===== src/rtl/uart_bridge_router.sv =====
// N-channel UART byte router: edge-captured sources, round-robin arbiter, per-destination FIFOs and TX FSMs.
// Optional BRIDGE_STATS_EN adds saturating routed/dropped byte counters.
module uart_bridge_router #(
  parameter int N_CH         = 2,
  parameter int W            = 8,
  parameter int DEPTH        = 8,
  parameter int DROP_ON_FULL = 1
) (
  input  logic                   clk,
  input  logic                   reset,
  input  logic [N_CH-1:0]        rx_valid,
  input  logic [N_CH*W-1:0]      rx_data,
  input  logic [N_CH*N_CH-1:0]   route_mask,
  input  logic                   inj_valid,
  input  logic [W-1:0]           inj_data,
  input  logic [N_CH-1:0]        inj_mask,
  input  logic [N_CH-1:0]        tx_busy,
  output logic [N_CH-1:0]        tx_en,
  output logic [N_CH*W-1:0]      tx_data,
  output logic                   mon_valid,
  output logic [W-1:0]           mon_data,
  output logic [3:0]             mon_src,
`ifdef BRIDGE_STATS_EN
  output logic [N_CH:0]          overrun,
  output logic [15:0]            stat_routed,
  output logic [15:0]            stat_dropped
`else
  output logic [N_CH:0]          overrun
`endif
);
  localparam int NR = N_CH + 1;
  localparam int AW = $clog2(DEPTH);

  typedef enum logic [1:0] {IDLE, WAIT_BUSY, WAIT_DONE} tx_state_t;

  logic [NR-1:0]                src_valid, prev, pend, elig, gnt_oh;
  logic [NR-1:0][W-1:0]         src_data, hold_data;
  logic [NR-1:0][N_CH-1:0]      src_mask;
  logic [N_CH-1:0]              full, push, drop;
  logic                         gnt;
  logic [3:0]                   gnt_src, rr_ptr;
  logic [W-1:0]                 gnt_data;
  logic [N_CH-1:0]              gnt_mask;

  // Injection source sits at index N_CH after the UART channels.
  always_comb begin
    src_valid      = {inj_valid, rx_valid};
    src_data       = '0;
    src_mask       = '0;
    src_data[N_CH] = inj_data;
    src_mask[N_CH] = inj_mask;
    for (int s = 0; s < N_CH; s++) begin
      src_data[s] = rx_data[s*W +: W];
      src_mask[s] = route_mask[s*N_CH +: N_CH];
    end
  end

  always_comb begin
    elig = '0;
    for (int s = 0; s < NR; s++)
      elig[s] = pend[s] && (DROP_ON_FULL != 0 || (src_mask[s] & full) == '0);
  end

  // Round robin as two passes: sources above the last grant first, then wrap to 0.
  always_comb begin
    gnt      = 1'b0;
    gnt_src  = '0;
    gnt_oh   = '0;
    gnt_data = '0;
    gnt_mask = '0;
    for (int s = 0; s < NR; s++)
      if (!gnt && elig[s] && s > int'(rr_ptr)) begin
        gnt = 1'b1; gnt_src = 4'(s); gnt_oh[s] = 1'b1;
        gnt_data = hold_data[s]; gnt_mask = src_mask[s];
      end
    for (int s = 0; s < NR; s++)
      if (!gnt && elig[s]) begin
        gnt = 1'b1; gnt_src = 4'(s); gnt_oh[s] = 1'b1;
        gnt_data = hold_data[s]; gnt_mask = src_mask[s];
      end
  end

  always_comb begin
    push = gnt ? (gnt_mask & ~full) : '0;
    drop = gnt ? (gnt_mask & full)  : '0;
  end

  always_ff @(posedge clk) begin
    if (reset) begin
      prev      <= '0;
      pend      <= '0;
      hold_data <= '0;
      overrun   <= '0;
      rr_ptr    <= 4'(N_CH);
      mon_valid <= 1'b0;
      mon_data  <= '0;
      mon_src   <= '0;
    end else begin
      prev      <= src_valid;
      mon_valid <= gnt;
      if (gnt) begin
        mon_data <= gnt_data;
        mon_src  <= gnt_src;
        rr_ptr   <= gnt_src;
      end
      // A fresh edge wins over a same-cycle grant; it only overruns an unconsumed byte.
      for (int s = 0; s < NR; s++) begin
        if (src_valid[s] && !prev[s]) begin
          hold_data[s] <= src_data[s];
          pend[s]      <= 1'b1;
          if (pend[s] && !gnt_oh[s]) overrun[s] <= 1'b1;
        end else if (gnt_oh[s]) begin
          pend[s] <= 1'b0;
        end
      end
    end
  end

  for (genvar d = 0; d < N_CH; d++) begin : g_ch
    logic [W-1:0]  mem [DEPTH];
    logic [AW-1:0] wr_ptr, rd_ptr;
    logic [AW:0]   cnt;
    tx_state_t     state, state_n;
    logic          pop, en_q;
    logic [W-1:0]  dat_q;

    assign full[d]           = (cnt == (AW+1)'(DEPTH));
    assign tx_en[d]          = en_q;
    assign tx_data[d*W +: W] = dat_q;

    always_comb begin
      state_n = state;
      pop     = 1'b0;
      case (state)
        IDLE:      if (cnt != '0) begin pop = 1'b1; state_n = WAIT_BUSY; end
        WAIT_BUSY: if (tx_busy[d])  state_n = WAIT_DONE;
        WAIT_DONE: if (!tx_busy[d]) state_n = IDLE;
        default:   state_n = IDLE;
      endcase
    end

    always_ff @(posedge clk) begin
      if (reset) begin
        state  <= IDLE;
        wr_ptr <= '0;
        rd_ptr <= '0;
        cnt    <= '0;
        en_q   <= 1'b0;
        dat_q  <= '0;
      end else begin
        state <= state_n;
        en_q  <= pop;
        if (pop) begin
          dat_q  <= mem[rd_ptr];
          rd_ptr <= rd_ptr + 1'b1;
        end
        if (push[d]) begin
          mem[wr_ptr] <= gnt_data;
          wr_ptr      <= wr_ptr + 1'b1;
        end
        cnt <= cnt + (AW+1)'(push[d]) - (AW+1)'(pop);
      end
    end
  end

`ifdef BRIDGE_STATS_EN
  logic [4:0]  drop_n;
  logic [16:0] drop_sum;

  always_comb begin
    drop_n = '0;
    for (int d = 0; d < N_CH; d++) drop_n = drop_n + 5'(drop[d]);
  end
  assign drop_sum = {1'b0, stat_dropped} + 17'(drop_n);

  always_ff @(posedge clk) begin
    if (reset) begin
      stat_routed  <= '0;
      stat_dropped <= '0;
    end else begin
      if (gnt && stat_routed != 16'hFFFF) stat_routed <= stat_routed + 16'd1;
      stat_dropped <= drop_sum[16] ? 16'hFFFF : drop_sum[15:0];
    end
  end
`endif
endmodule


===== config.mk =====
export PLATFORM = sky130hd
export DESIGN_NAME = uart_bridge_router
export DESIGN_NICKNAME = d
export VERILOG_FILES = /design/src/rtl/uart_bridge_router.sv
export SDC_FILE = /design/constraint.sdc
export NUM_CORES = 1
export LEC_CHECK = 0
export ABC_AREA = 1
export CORE_MARGIN = 5
export CORE_UTILIZATION = 55
export CTS_CLUSTER_DIAMETER = 100
export DETAILED_ROUTE_END_ITERATION = 12
export DONT_BUFFER_PORTS = 1
export HOLD_SLACK_MARGIN = 0.12
export PLACE_DENSITY = 0.7
export SETUP_SLACK_MARGIN = 0.4
export SLEW_MARGIN = 20
export SYNTH_ARGS = -nofsm -noshare
export SYNTH_HDL_FRONTEND = slang
export SYNTH_SLANG_ARGS = --single-unit
export TNS_END_PERCENT = 50

===== constraint.sdc =====
create_clock -name clk -period 6.7 [get_ports clk]
set_input_delay 0.67 -clock clk [delete_from_list [all_inputs] [get_ports clk]]
set_output_delay 0.67 -clock clk [all_outputs]
set_load 0.01 [all_outputs]

# Word-level counts from Yosys, hierarchy flattened
# Memories as Yosys holds them, arrays and structs flattened. A register that Yosys moved wholly into a read port is not among the register bits.
# Index checks and enable logic that the tools add are counted.
[op_classes]
n_reduce_logical = 34
n_addsub = 8
eq_ne = 12
n_lt_le_gt_ge = 2
mux = 49
bitwise = 2
[op_table]
columns = ["cell", "n"]
rows = [
  ["$mux 8", 5],
  ["$mux 1", 26],
  ["$mux 2", 12],
  ["$mux 4", 4],
  ["$add 3x1->3 const B", 4],
  ["$logic_and 1x1->1", 12],
  ["$ne 2x2->1 const B", 6],
  ["$pmux 2 s3", 2],
  ["$logic_not 1->1", 10],
  ["$add 4x1->4", 2],
  ["$eq 4x4->1 const B", 2],
  ["$reduce_bool 4->1", 2],
  ["$sub 4x1->4", 2],
  ["$reduce_and 2->1", 3],
  ["$reduce_and 3->1", 2],
  ["$reduce_bool 2->1", 3],
  ["$eq 2x1->1 const B", 2],
  ["$eq 2x2->1 const B", 2],
  ["$gt 1x4->1 const A", 1],
  ["$gt 2x4->1 const A", 1],
  ["$logic_not 2->1", 2],
  ["$and 2x2->2", 1],
  ["$not 2->2", 1],
]
[totals]
register_bits = 76
mem_count = 2
mem_bits_rw = 128
[memory_table]
columns = ["name", "words", "word_bits", "rd", "rd_clocked_by_memory_dff", "write_ports", "line", "source"]
rows = [
  ["g_ch[0].mem", 8, 8, 1, 1, 1, "120", "logic [W-1:0] mem [DEPTH];"],
  ["g_ch[1].mem", 8, 8, 1, 1, 1, "120", ""],
]

# Depth between registers and ports, before layout
# Gate-level depths: netlist of run 1.
[depth]
ltp_word = 21
depth_mapped = 14
mapped_depth_nobuf = 13

# Least setup slack after synthesis of run 1
# No wires, ideal clock.
[synth_timing]
kind = "reg2reg"
start = "register g_ch[1].cnt[2]"
end = "register g_ch[1].cnt[2]"
setup_ps = 128
stages_incl_launch_ff = 14
arrival_ps = 2124
period_less_slack_ps = 2251
setup_slack_ps = 4449
n_path_buf = 1
path_cell_list = "dfxtp_1 inv_1 ha_1 nor3b_1 inv_1 nand2_1 inv_1 clkbuf_1 ha_1 inv_1 ha_1 fa_1 xnor2_1 nor2_1"
[synth_via]
elab_cells_between_ends = 9
classes_between = "add/sub: 2; eq/ne: 1; mux: 3; bitwise: 2; reduce/logical: 1"
[synth_rtl]
columns = ["item", "line", "source"]
rows = [
  ["start: declaration", "122", "logic [AW:0] cnt;"],
  ["start signal: assignment", "161", "cnt <= cnt + (AW+1)'(push[d]) - (AW+1)'(pop);"],
  ["$reduce_bool 4->1", "135", "IDLE: if (cnt != '0) begin pop = 1'b1; state_n = WAIT_BUSY; end"],
  ["$mux 1", "135", ""],
  ["$mux 1", "134", "case (state)"],
  ["via g_ch[1].pop", "124", "logic pop, en_q;"],
  ["$sub 4x1->4", "161", ""],
]
# The timed path passes the listed nets, and every way through them passes these cells.
# A chain may end at the register's enable or synchronous reset.

# Worst setup path after layout of run 1
[layout_timing]
start = "register g_ch[1].cnt[2]"
end = "register g_ch[1].cnt[2]"
[layout_via]
elab_chain_len = 6
elab_cells_between_ends = 9
classes_between = "add/sub: 2; eq/ne: 1; mux: 3; bitwise: 2; reduce/logical: 1"
[layout_lines]
columns = ["item", "line", "source"]
rows = [
  ["$eq 4x4->1", "127", "assign full[d] = (cnt == (AW+1)'(DEPTH));"],
  ["$not 2->2", "84", "push = gnt ? (gnt_mask & ~full) : '0;"],
  ["$and 2x2->2", "84", ""],
  ["$mux 2", "84", ""],
  ["$add 4x1->4", "161", ""],
  ["$sub 4x1->4 (*)", "161", ""],
]
# Every way passes the cells marked *; elsewhere a longest branch is shown, timed or not.

==> results.yml, run 1 <==
critical_path:
  crit_path_max_fanout: 13
  worstSetupPathType: "register to register"
  cp.depth: 12
  cp-start-kind: "register"
  path_buf_inv: 4
  critPathRequiredTime_ns: 7.09
  r2r_cells: 12
  r2r-end: "g_ch[1].cnt[2]"
  crit_chain: "inv_1 > ha_1 > nor3b_1 > inv_1 > nand2_1 > inv_1 > ha_1 > inv_1 > ha_1 > fa_1 > xnor2_1 > nor2_1"
  crit_arrival_ns: 3.13
  worst_path_largest_cell_delay_ns: 0.38
  cp-end-kind: "register"
  path_common_cell: "inv_1"
  crit_family: "adder cells"
  reg2reg_from: "g_ch[1].cnt[2]"
  crit_slowest_cell: "fa_1"
  r2r_slack_ns: 3.96
yosys:
  ys_types: 33
  yosys.cell_count.top_type: "nor2_1"
  synth_ff_type: "edfxtp_1"
  synth_cells: 866
  syn_area_mm2: 0.00870
  synthArstFlopShare: 0
  synth_top_area_frac: 0.442
  synthTopCellsByArea: "edfxtp_1 44%, dfxtp_1 20%, nor2_1 8.9%"
  postSynthAreaPerCell_um2: 10.0
  synth_top_area_cell: "edfxtp_1"
  ys_top_cells_by_count: "207 x nor2_1, 128 x edfxtp_1, 117 x o21ai_0"
  ys_seq_area_frac: 0.642
  synth-seq-cells: 215
  yosys_warnings: 0
  synth_edf_count: 128
power_and_ir_drop:
  vdd_ir_drop_max_uv: 201
  power_frac_seq: 0.463
  power_density_mw_per_mm2: 388
  swShare: 0.316
  internal_power_mw: 2.53
  p_leak_nw: 3.57
  pwr-share-comb: 0.218
  total_power_mw: 3.70
  clockPowerShare: 0.319
  p_sw_mw: 1.17
timing:
  finalMaxSlewViolations: 0
  finalHoldViolations: 0
  post-route-period-util: 0.409
  relSlewSlack: 0.253
  rsz0062_at_grt: "false"
  fin_setup_tns_ns: 0
  worst_slew_pin_slew_ns: 1.12
  fin_worst_skew_ns: 0.00860
  period_needed_ns: 2.74
  setup_viol: 0
  max_clock_freq_mhz: 365
cts:
  cts.repair.resized: 0
  cts_tree: "done"
  clock_latency_ns: 0.50
  post-cts-setup-buffer-count: 0
  clockBufferDepth: 3
  cts_made_buffers: 22
  holdBufCountCts: 0
  root_buffer: "clkbuf_16"
  cts.clk_slew.worst_paths_ns: 0.06
  clock-sinks: 215
  htreeDepth: 1
detailed_routing:
  antenna_left: 0
  dr.pass1.iters: 5
  viasPerCell: 5.49
  vias: 5942
  drcViolationCount: 0
  drtIter0Drc: 623
  wirelength_um: 18700
  routedWlPerCell_um: 17.3
place:
  port_buffers: 0
  gp_congestion: 0.840
  dpl.hpwl_um: 11900
  place_area_mm2: 0.00880
  placed_cells: 1042
global_routing:
  grt_max_degree: 44
  antenna_found_initial: 0
  grt_remaining_overflow: 0
  track_usage: 0.205
  grt_pass1_vias: 5734
  grt_pass1_wl_um: 30000
job:
  maxCapViolCount: 0
die:
  die_w_um: 136
  io_pins: 71
  die_y_um: 136
  initial_core_util: 0.554
  dieArea_mm2: 0.0184
  core-area_mm2: 0.0157
  rows: 46
layout:
  num_antenna_cells: 0
  synthToLayoutAreaGrowth_pct: 9.45
  final_cell_area_mm2: 0.00952
  drive_gt1_frac: 0.0577
  final.fill_count: 1284
  final_nets: 905
  stdcell_count: 1082
outcome:
  outcome: "complete, no violations"
min_path:
  hp-class: "primary input to register"
  hold-path-cell-count: 1
  worstHoldStart: "reset"
  hold_end: "g_ch[0].dat_q[3]"
-- worst max-delay path by stage --
| stage | end | from | slack, ns |
|---|---|---|---|
| after floorplan | g_ch[1].cnt[2] | g_ch[1].cnt[2] | 4.45 |
| after global placement | g_ch[1].cnt[2] | g_ch[1].cnt[2] | 4.09 |
| after detailed placement | g_ch[1].cnt[2] | g_ch[1].cnt[2] | 3.99 |
| after CTS | g_ch[1].cnt[2] | g_ch[1].cnt[2] | 3.96 |
| after global routing | g_ch[1].cnt[3] | g_ch[1].cnt[2] | 3.72 |
| final | g_ch[1].cnt[2] | g_ch[1].cnt[2] | 3.96 |
-- metal layers --
layer,track usage,vias up,routed length (µm)
li1,-,2889,-
met1,0.279,2847,8360
met2,0.331,176,8740
met3,0.0405,30,1170
met4,0.0711,0,440
met5,0,-,0
-- power groups by stage --
| stage | Clock [mW] | Sequential [mW] | Combinational (mW) |
|---|---|---|---|
| 2_1_floorplan | 0 | 1.65 | 0.689 |
| 3_3_place_gp | 0 | 1.73 | 0.766 |
| 3_5_place_dp | 0 | 1.74 | 0.804 |
| 4_1_cts | 1.19 | 1.71 | 0.810 |
| 5_1_grt | 1.26 | 1.73 | 0.929 |
| 6_report | 1.18 | 1.71 | 0.806 |
-- state kept, by name, indices dropped and copies added (netlist names) --
signal and count:
g_ch.mem 128, hold_data 24, g_ch.dat_q 16, g_ch.cnt 8, mon_data 8, g_ch.rd_ptr 6, g_ch.wr_ptr 6, g_ch.state 4
elig 3, overrun 3, prev 3, g_ch.en_q 2, mon_src 2, mon_valid 1, rr_ptr 1
-- worst reg2reg max path: cells and delay by family, from the launching register on --
kind,cells,cell delay [ns]
xor+xnor,1,0.17
buf+inv,4,0.51
simple gates,3,0.56
flops,1,0.30
fa+ha+maj,4,1.11
-- cells by family (layout without fill, tap and decap cells) --
group,count (synthesis),count (layout),synth area share
other,1,2,0.000431
XOR/XNOR,4,4,0.00403
AND/OR/NAND/NOR,317,317,0.148
adder cells (fa/ha/maj),18,18,0.0276
buffers and inverters,115,114,0.0536
AO/OA/AOI/OAI,196,196,0.124
flip-flops,215,215,0.642
-- metrics by stage --
stage               hold slack [ns]  setup slack (ns)  utilization
finish                        0.242              3.96        0.606
global route                  0.218              3.72        0.606
CTS                           0.227              3.96        0.605
detailed placement            0.441              3.99        0.560
global placement              0.427              4.09        0.560
floorplan                     0.418              4.45            -
-- cell type report --
class	count	area, µm²	share of cell area
flip-flops and latches	215	5590	0.587
repair buffers	3	22.5	0.00236
well taps	216	270	0.0284
multi-input cells	537	2670	0.281
inverters	71	267	0.0280
clock buffers	38	694	0.0729
clock inverters	2	10.0	0.00105
-- layout by cell type (no fill, tap or decap), types with 3 or more instances in the layout --
cell type / instances
nand2_1: 64
nand3_1: 24
nor3b_1: 3
o21ai_0: 117
ha_1: 16
nor3_2: 5
edfxtp_1: 128
a21oi_1: 34
o211ai_1: 34
clkbuf_16: 24
inv_1: 66
clkbuf_1: 9
nor2_1: 207
o21ai_1: 6
o21a_1: 3
dfxtp_1: 86
clkbuf_8: 4
clkinv_1: 3
nand2_2: 4
buf_4: 3
(Power assumes the default switching activity.)
==> run 2, diff against run 1 <==
Clock period 6.7 ns to 2.6 ns, I/O delays scaled along.
==> run 2 against run 1 <==
- the flow now finishes with violations (hold timing)
- non-clock buffer count grew 71
- clock skew grew 0.0081 ns
- utilization grew 4.5 points
- power grew to 2.7 times the previous value
- register-to-register slack lost 3.5 ns
- cell count grew 6.6%
- largest cell class unchanged
- setup slack lost 3.5 ns
- sequential power grew to 2.5 times the previous value
- global-route usage grew 1.7 points
==> results.yml, run 2 (synthesized netlist as in run 1, its figures left out) <==
outcome:
  outcome: "complete, but fails checks"
  violations: "hold timing"
timing:
  relSlewSlack: 0.431
  max_clock_freq_mhz: 469
  rsz0062_at_grt: "true"
  fin_worst_skew_ns: 0.0167
  fin_setup_tns_ns: 0
  worst_slew_pin_slew_ns: 0.852
  period_needed_ns: 2.13
  worst_hold_slack_ns: -0.177
  finalHoldViolations: 24
  post-route-period-util: 0.820
  finalMaxSlewViolations: 0
  setup_viol: 0
power_and_ir_drop:
  internal_power_mw: 6.73
  swShare: 0.320
  total_power_mw: 9.90
  power_frac_seq: 0.433
  clockPowerShare: 0.312
  power_density_mw_per_mm2: 968
  vdd_ir_drop_max_uv: 556
  p_leak_nw: 3.93
  pwr-share-comb: 0.254
  p_sw_mw: 3.17
critical_path:
  r2r_slack_ns: 0.47
  reg2reg_from: "rr_ptr[1]"
  crit_path_max_fanout: 4
  crit_arrival_ns: 2.52
  r2r-end: "g_ch[1].cnt[1]"
  worstSetupPathType: "register to register"
  r2r_cells: 12
  critPathRequiredTime_ns: 2.99
  crit_end: "g_ch[1].cnt[1]"
  worstSetupStartpoint: "rr_ptr[1]"
  cp-end-kind: "register"
  cp-start-kind: "register"
global_routing:
  track_usage: 0.223
  grt_max_degree: 41
  grt_pass1_vias: 6263
  grt_pass1_wl_um: 32500
  antenna_found_initial: 0
  grt_remaining_overflow: 0
layout:
  multi_input_area_mm2: 0.00273
  drive_gt1_frac: 0.110
  largest_reg_flops: 128
  final_common_cell: "nor2_1"
  top_regs: "g_ch.mem x128, hold_data x24, g_ch.dat_q x16"
  final_cell_mix: "202 x nor2_1, 128 x edfxtp_1, 117 x o21ai_0"
  final_cell_area_mm2: 0.0102
  num_antenna_cells: 0
  synthToLayoutAreaGrowth_pct: 17.5
  utilization: 0.651
  final.fill_count: 1158
  top_register: "g_ch.mem"
  final_nets: 976
  regArea_mm2: 0.00559
die:
  core-area_mm2: 0.0157
  die_y_um: 136
  die_w_um: 136
  rows: 46
  initial_core_util: 0.554
  io_pins: 71
  dieArea_mm2: 0.0184
detailed_routing:
  dr.pass1.iters: 5
  viasPerCell: 5.53
  wirelength_um: 20300
  antenna_left: 0
  drtIter0Drc: 706
  drcViolationCount: 0
  vias: 6376
  routedWlPerCell_um: 17.6
cts:
  cts_tree: "done"
  clockBufferDepth: 3
  clock_latency_ns: 0.50
  htreeDepth: 1
  cts.clk_slew.worst_paths_ns: 0.06
  clock-sinks: 215
  root_buffer: "clkbuf_16"
  holdBufCountCts: 38
  cts_made_buffers: 22
place:
  place_area_mm2: 0.00901
  dpl.hpwl_um: 12600
  gp_congestion: 0.887
  port_buffers: 0
job:
  maxCapViolCount: 0
min_path:
  hp-class: "primary input to register"
  worstHoldStart: "reset"
[run 2: layout make-up]
type / count / share of cell area
flip-flops and latches: 215 / 0.547
multi-input cells: 537 / 0.267
repair buffers: 74 / 0.0636
clock buffers: 28 / 0.0591
inverters: 71 / 0.0265
well taps: 216 / 0.0264
clock inverters: 12 / 0.0104
[run 2: timing repair]
| action | in CTS | in global routing |
|---|---|---|
| endpoints found under the hold margin | 62 | 24 |
| gates resized for setup | 3 | 27 |
| setup endpoints to repair | 25 | 81 |
| pin swaps | 0 | 6 |
| buffers inserted | 0 | 5 |
[run 2: power by group through the flow]
| stage | clock (mW) | sequential [mW] | combinational [mW] |
|---|---|---|---|
| 2_1_floorplan | 0 | 4.26 | 1.78 |
| 3_3_place_gp | 0 | 4.34 | 2.19 |
| 3_5_place_dp | 0 | 4.35 | 2.31 |
| 4_1_cts | 3.15 | 4.28 | 2.40 |
| 5_1_grt | 3.30 | 4.33 | 2.85 |
| 6_report | 3.09 | 4.29 | 2.52 |
[run 2: worst min path at each step]
stage	end	cells past startpoint
floorplan	prev[0]	2
global placement	elig[0]	1
detailed placement	elig[0]	1
CTS	g_ch[0].dat_q[6]	1
global route	g_ch[0].dat_q[4]	1
finish	g_ch[0].cnt[0]	1
[run 2: routing by layer]
| metal | share of wire | global-route usage | up-vias |
|---|---|---|---|
| met3 | 0.073 | 0.0449 | 69 |
| met4 | 0.036 | 0.0784 | 0 |
| met5 | 0 | 0 | - |
| li1 | - | - | 3048 |
| met2 | 0.48 | 0.363 | 255 |
| met1 | 0.41 | 0.299 | 3004 |
[run 2: through the flow]
stage	cells	worst slack [ns]	hold WS, ns
6_report	1153	0.467	-0.177
3_3_place_gp	1070	0.379	0.335
2_1_floorplan	867	0.386	0.385
5_1_grt	1153	0.335	-0.195
3_5_place_dp	1070	0.303	0.336
4_1_cts	1148	0.361	-0.188
[run 2: critical path, cell delays in order, from the launching register on]
cell	delay, ns
dfxtp_1	0.40
inv_2	0.10
nand2_2	0.15
nand3_2	0.11
nor2_1	0.15
nor2_1	0.08
nand2_2	0.11
nand2_2	0.08
inv_2	0.10
ha_1	0.20
fa_2	0.45
inv_1	0.06
nor2_1	0.04
